==> src/rtl/hazard_ctrl_pkg.sv <==
// Shared constants for the pipeline stall controller: stall-bus patterns
// and the controller state encoding.
package hazard_ctrl_pkg;

  localparam int unsigned STALL_W = 6;

  localparam logic STOP   = 1'b1;
  localparam logic NOSTOP = 1'b0;

  // Stall-bus patterns, bit k holds stage k: [0] PC .. [5] WB
  localparam logic [STALL_W-1:0] STALL_NONE    = '0;
  localparam logic [STALL_W-1:0] STALL_LOADUSE = 6'b000111;
  localparam logic [STALL_W-1:0] STALL_EX      = 6'b001111;

  typedef enum logic [1:0] {
    HC_IDLE = 2'd0,
    HC_BUSY = 2'd1,
    HC_DONE = 2'd2
  } hc_state_e;

endpackage

==> src/rtl/hazard_ctrl_md_lat_counter.sv <==
// md_lat_counter: loadable 6-bit down-counter that flags a value of one.
// Load has priority over decrement; decrement stops at zero.
module md_lat_counter (
  input  logic       i_clk,
  input  logic       i_rst,
  input  logic       i_load,
  input  logic [5:0] i_load_val,
  input  logic       i_dec,
  output logic       o_is_one
);

  logic [5:0] r_cnt;

  // Latency count register: load on start, count down while busy
  always_ff @(posedge i_clk or posedge i_rst) begin
    if (i_rst) begin
      r_cnt <= '0;
    end else if (i_load) begin
      r_cnt <= i_load_val;
    end else if (i_dec && (r_cnt != '0)) begin
      r_cnt <= r_cnt - 6'd1;
    end
  end

  assign o_is_one = (r_cnt == 6'd1);

endmodule

==> src/rtl/hazard_ctrl.sv <==
// hazard_ctrl: pipeline stall controller. Merges the ID load-use request with
// EX multiply/divide occupancy into the stall bus, sequences mul/div latency,
// and counts cycles in which the PC is held (saturating).
// Optional build macro HAZARD_CTRL_EXT_DIV_DONE_EN: divides finish on div_ready
// instead of the fixed DIV_LAT count.
module hazard_ctrl
  import hazard_ctrl_pkg::*;
#(
  parameter int unsigned MUL_LAT = 4,
  parameter int unsigned DIV_LAT = 33
) (
  input  logic               clk,
  input  logic               rst,
  input  logic               stallreq_id,
  input  logic               ex_md_start,
  input  logic               ex_md_is_div,
  input  logic               div_ready,
  output logic [STALL_W-1:0] stall,
  output logic               md_done,
  output logic               md_busy,
  output logic [31:0]        stall_cycles
);

  localparam logic [5:0] MUL_LOAD = 6'(MUL_LAT - 1);
  localparam logic [5:0] DIV_LOAD = 6'(DIV_LAT - 1);

  hc_state_e   r_state;
  hc_state_e   w_state_nx;
  logic        r_is_div;
  logic [31:0] r_stall_cycles;
  logic        w_load;
  logic        w_dec;
  logic        w_cnt_one;
  logic        w_busy_exit;

  md_lat_counter u_cnt (
    .i_clk      (clk),
    .i_rst      (rst),
    .i_load     (w_load),
    .i_load_val (ex_md_is_div ? DIV_LOAD : MUL_LOAD),
    .i_dec      (w_dec),
    .o_is_one   (w_cnt_one)
  );

`ifdef HAZARD_CTRL_EXT_DIV_DONE_EN
  assign w_busy_exit = r_is_div ? div_ready : w_cnt_one;
`else
  logic w_unused;
  assign w_unused    = ^{div_ready, r_is_div};
  assign w_busy_exit = w_cnt_one;
`endif

  // State register and operation-type latch
  always_ff @(posedge clk or posedge rst) begin
    if (rst) begin
      r_state  <= HC_IDLE;
      r_is_div <= 1'b0;
    end else begin
      r_state <= w_state_nx;
      if (w_load) begin
        r_is_div <= ex_md_is_div;
      end
    end
  end

  // Next-state and stall-bus selection; EX hold masks the load-use request
  always_comb begin
    w_state_nx = r_state;
    stall      = STALL_NONE;
    w_load     = 1'b0;
    w_dec      = 1'b0;
    unique case (r_state)
      HC_IDLE: begin
        if (ex_md_start) begin
          stall      = STALL_EX;
          w_load     = 1'b1;
          w_state_nx = HC_BUSY;
        end else if (stallreq_id) begin
          stall = STALL_LOADUSE;
        end
      end
      HC_BUSY: begin
        stall = STALL_EX;
        w_dec = 1'b1;
        if (w_busy_exit) begin
          w_state_nx = HC_DONE;
        end
      end
      HC_DONE: begin
        stall      = stallreq_id ? STALL_LOADUSE : STALL_NONE;
        w_state_nx = HC_IDLE;
      end
      default: begin
        w_state_nx = HC_IDLE;
      end
    endcase
  end

  // Saturating count of cycles with the PC held
  always_ff @(posedge clk or posedge rst) begin
    if (rst) begin
      r_stall_cycles <= '0;
    end else if ((stall[0] == STOP) && (r_stall_cycles != '1)) begin
      r_stall_cycles <= r_stall_cycles + 32'd1;
    end
  end

  assign stall_cycles = r_stall_cycles;
  assign md_busy      = (r_state == HC_BUSY);
  assign md_done      = (r_state == HC_DONE);

endmodule

==> config.mk <==
export PLATFORM = sky130hd
export DESIGN_NAME = hazard_ctrl
export DESIGN_NICKNAME = d
export VERILOG_FILES = /design/src/rtl/hazard_ctrl_pkg.sv /design/src/rtl/hazard_ctrl_md_lat_counter.sv /design/src/rtl/hazard_ctrl.sv
export SDC_FILE = /design/constraint.sdc
export NUM_CORES = 1
export LEC_CHECK = 0
export BUFFER_PORTS_ARGS = -buffer_cell sky130_fd_sc_hd__buf_4
export CORE_UTILIZATION = 57
export CTS_BUF_LIST = sky130_fd_sc_hd__clkbuf_4 sky130_fd_sc_hd__clkbuf_8
export CTS_CLUSTER_SIZE = 30
export DETAILED_ROUTE_END_ITERATION = 16
export PLACE_DENSITY = 0.83
export SLEW_MARGIN = 20
export SYNTH_ARGS = -nofsm -noshare
export SYNTH_HDL_FRONTEND = slang
export SYNTH_SLANG_ARGS = --single-unit
export TNS_END_PERCENT = 30
==> constraint.sdc <==
create_clock -name clk -period 5.39 [get_ports clk]
set_clock_uncertainty 0.2 [all_clocks]
set_input_delay 0.2695 -clock clk [delete_from_list [all_inputs] [get_ports clk]]
set_output_delay 0.2695 -clock clk [all_outputs]
set_load 0.02 [all_outputs]
==> metrics.csv <==
metric;value;unit
Avg WL per Cell;13.7;µm
placed inst area;0.00241;mm²
Post-Synthesis Cell Area;0.00209;mm²
Fmax;446;MHz
post-synthesis instance total;199;
area share of the largest cell type after synthesis;48.0;%
Place WS;3.23;ns
Yosys Warn Count;0;
RSZ-0062 raised after global routing;false;
final worst slack;3.15;ns
slowest cell on the critical path;dfrtp_1;
Ports;46;
Max Cap Violations;0;
Num CTS Buffers;5;
Hold Path Class;input pin to register;
Comb power frac;38.4;%
CP delay by family, top;flip-flops;
Clock Path Buffers;2;
M3 GR Usage;6.02;%
GRT Total Usage;23.3;%
Clk pwr share;16.7;%
GRT Residual Overflow;0;
Std-Cell Rows;21;
area of the core;0.00342;mm²
sw power;377;µW
final worst-path cycle share;41.6;%
CP Cell Sequence;o21bai_1 > and2_1 > inv_1 > buf_4;
Worst Setup End Kind;output pin;
CP required;4.92;ns
Yosys reg bits;40;
share of cells above drive strength 1;24.6;%
CP max FO;8;
Design Area, Final;0.00249;mm²
initial antenna violation count;0;
drt pass-1 iters;4;
vias per inst;5.43;
count of pins over their slew limit;0;
largest net degree at the start of global routing;41;
number of remaining DRC errors;0;
power per cell area;392;mW/mm²
Nets;254;
number of diodes;0;
count of flip-flops with a built-in enable after synthesis;0;
Worst Hold Depth;3;
TNS Setup;0;ns
Setup-failing EPs final;0;
Die ar.;0.00391;mm²
Setup Buffers After CTS;0;
final count of hold timing violations;0;
number of global-route vias before repair;1573;
Crit path depth;4;
Cell variety after synth;45;
main flop type after synthesis;dfrtp_1;
Final ANT Viol Nets;0;
Leakage Power;0.00112;µW
Worst-Skew Late Latency;0.34;ns
max_slew headroom;49.2;%
Die W;62.5;µm
Seq/Total Area, Yosys;48.0;%
global-route wire length before repair;7100;µm
synth-to-layout area growth;19.3;%
clock sink count;40;
Clock transition at path regs;0.10;ns
syn_area_per_cell;10.5;µm²
Vias;1575;
Buf/Inv on CP;2;
gr busiest metal;met2;
sw frac;38.7;%
area leader, netlist;dfrtp_1;
run status;finished, final reports clean;
CP Launch Type;register;
DPL Wire Length;2930;µm
crit path DAT;1.77;ns
CTS tree;done;
starting density of the core;61.1;%
RePlAce Congestion;0.777;
minimum clock period;2.24;ns
critical path class;register to output pin;
Synth area leaders;dfrtp_1 48%, xnor2_1 8.4%, xor2_1 5.0%;
Post-CTS Resized;0;
GR Layer Usage met1;28.5;%
delay of the slowest critical-path stage;0.43;ns
GR Util met2;38.0;%
internal power;597;µW
asr flop ratio synth;100;%
peak supply drop;0.277;mV
Worst-Margin Slew;0.760;ns
H-Tree Depth;2;
Port Buffers;42;
post-layout util;72.8;%
Routed WL;3980;µm
Reg power frac;44.9;%
number of DRC markers in iteration 0;51;
Die Ht;62.5;µm
reg2reg path depth;6;
CTS root buf;clkbuf_4;
power groups by stage:
stage | Sequential [µW] | Clock (µW) | Combinational [µW]
global route | 451 | 182 | 417
finish | 438 | 163 | 374
floorplan | 472 | 0 | 229
detailed placement | 442 | 0 | 374
CTS | 437 | 169 | 377
global placement | 440 | 0 | 364
state kept, by name (all words and copies together) (netlist names):
signal / count
u_cnt.r_cnt: 6
stall_cycles: 32
r_state: 2
through the flow:
stage	hold slack, ns	std cells	power [µW]
final	0.0433	290	974
after detailed placement	0.224	282	816
after floorplan	0.287	200	701
after CTS	0.0309	290	983
after global routing	0.0510	290	1050
after global placement	0.227	282	804
cell type report:
class                      instances  area, µm²
clock buffer                       7       65.1
timing repair buffer              44        333
fill                             266        928
multi-input combinational        146       1000
tap                               46       57.6
sequential                        40       1000
inverter                           7       26.3
layer usage:
| metal | part of all wire [%] | routed length [µm] | vias up |
|---|---|---|---|
| li1 | - | - | 780 |
| met1 | 44 | 1740 | 737 |
| met2 | 49 | 1950 | 45 |
| met3 | 4.5 | 178 | 13 |
| met4 | 2.8 | 110 | 0 |
| met5 | 0 | 0 | - |
tightest hold or removal path, cell delays in order:
cell      delay [ns]
buf_4           0.07
nand2b_1        0.12
o21ai_0         0.09
synthesized netlist by cell type (3+ instances only):
| library cell | n |
|---|---|
| buf_4 | 4 |
| nand4_1 | 8 |
| nand2b_1 | 4 |
| nand2_1 | 19 |
| dfrtp_1 | 40 |
| nor2_1 | 13 |
| xor2_1 | 12 |
| and2_1 | 3 |
| inv_1 | 7 |
| xnor2_1 | 20 |
| nor3_1 | 4 |
| and3_1 | 6 |
| ha_1 | 4 |
| nand3_1 | 12 |
| and4_1 | 4 |
| o21ai_0 | 3 |
| nor4_1 | 4 |
path summary, 6_finish.rpt:
path	start	end	slack [ns]
hold reg to reg	stall_cycles[28]$_DFFE_PP0P_	stall_cycles[28]$_DFFE_PP0P_	0.30
max in group asynchronous	rst	stall_cycles[2]$_DFFE_PP0P_	4.26
setup / recovery	r_state[0]$_DFFE_PP0P_	stall[2]	3.15
hold / removal	ex_md_is_div	u_cnt.r_cnt[1]$_DFFE_PP0P_	0.04
min in group asynchronous	rst	stall_cycles[0]$_DFFE_PP0P_	0.39
setup reg to reg	stall_cycles[0]$_DFFE_PP0P_	stall_cycles[30]$_DFFE_PP0P_	3.19
cell families (layout without fill, tap and decap cells):
logic type | Yosys count | in the layout | synth area share [%]
multiplexers | 2 | 2 | 1.08
flip-flops | 40 | 40 | 48.0
adder cells (fa/ha/maj) | 4 | 4 | 2.40
buffers and inverters | 14 | 58 | 4.02
other | 1 | 2 | 0.180
XOR/XNOR | 32 | 32 | 13.4
AND/OR/NAND/NOR | 89 | 89 | 24.7
AO/OA/AOI/OAI | 17 | 17 | 6.18
timing repair:
item	4_1_cts	5_1_grt
endpoints found under the setup margin	0	0
hold buffers	1	0
endpoints found under the hold margin	40	0
cell usage in the layout (no fill, tap or decap), types with 2 or more instances in the layout:
master,n
a21oi_1,2
and2_1,3
and3_1,6
and4_1,4
and4_4,2
buf_4,43
clkbuf_4,5
clkbuf_8,2
conb_1,2
dfrtp_1,40
ha_1,4
inv_1,7
nand2_1,19
nand2b_1,4
nand3_1,12
nand4_1,8
nor2_1,13
nor3_1,4
nor4_1,4
o21a_1,2
o21ai_0,3
xnor2_1,20
xor2_1,12
(Power assumes the default switching activity.)
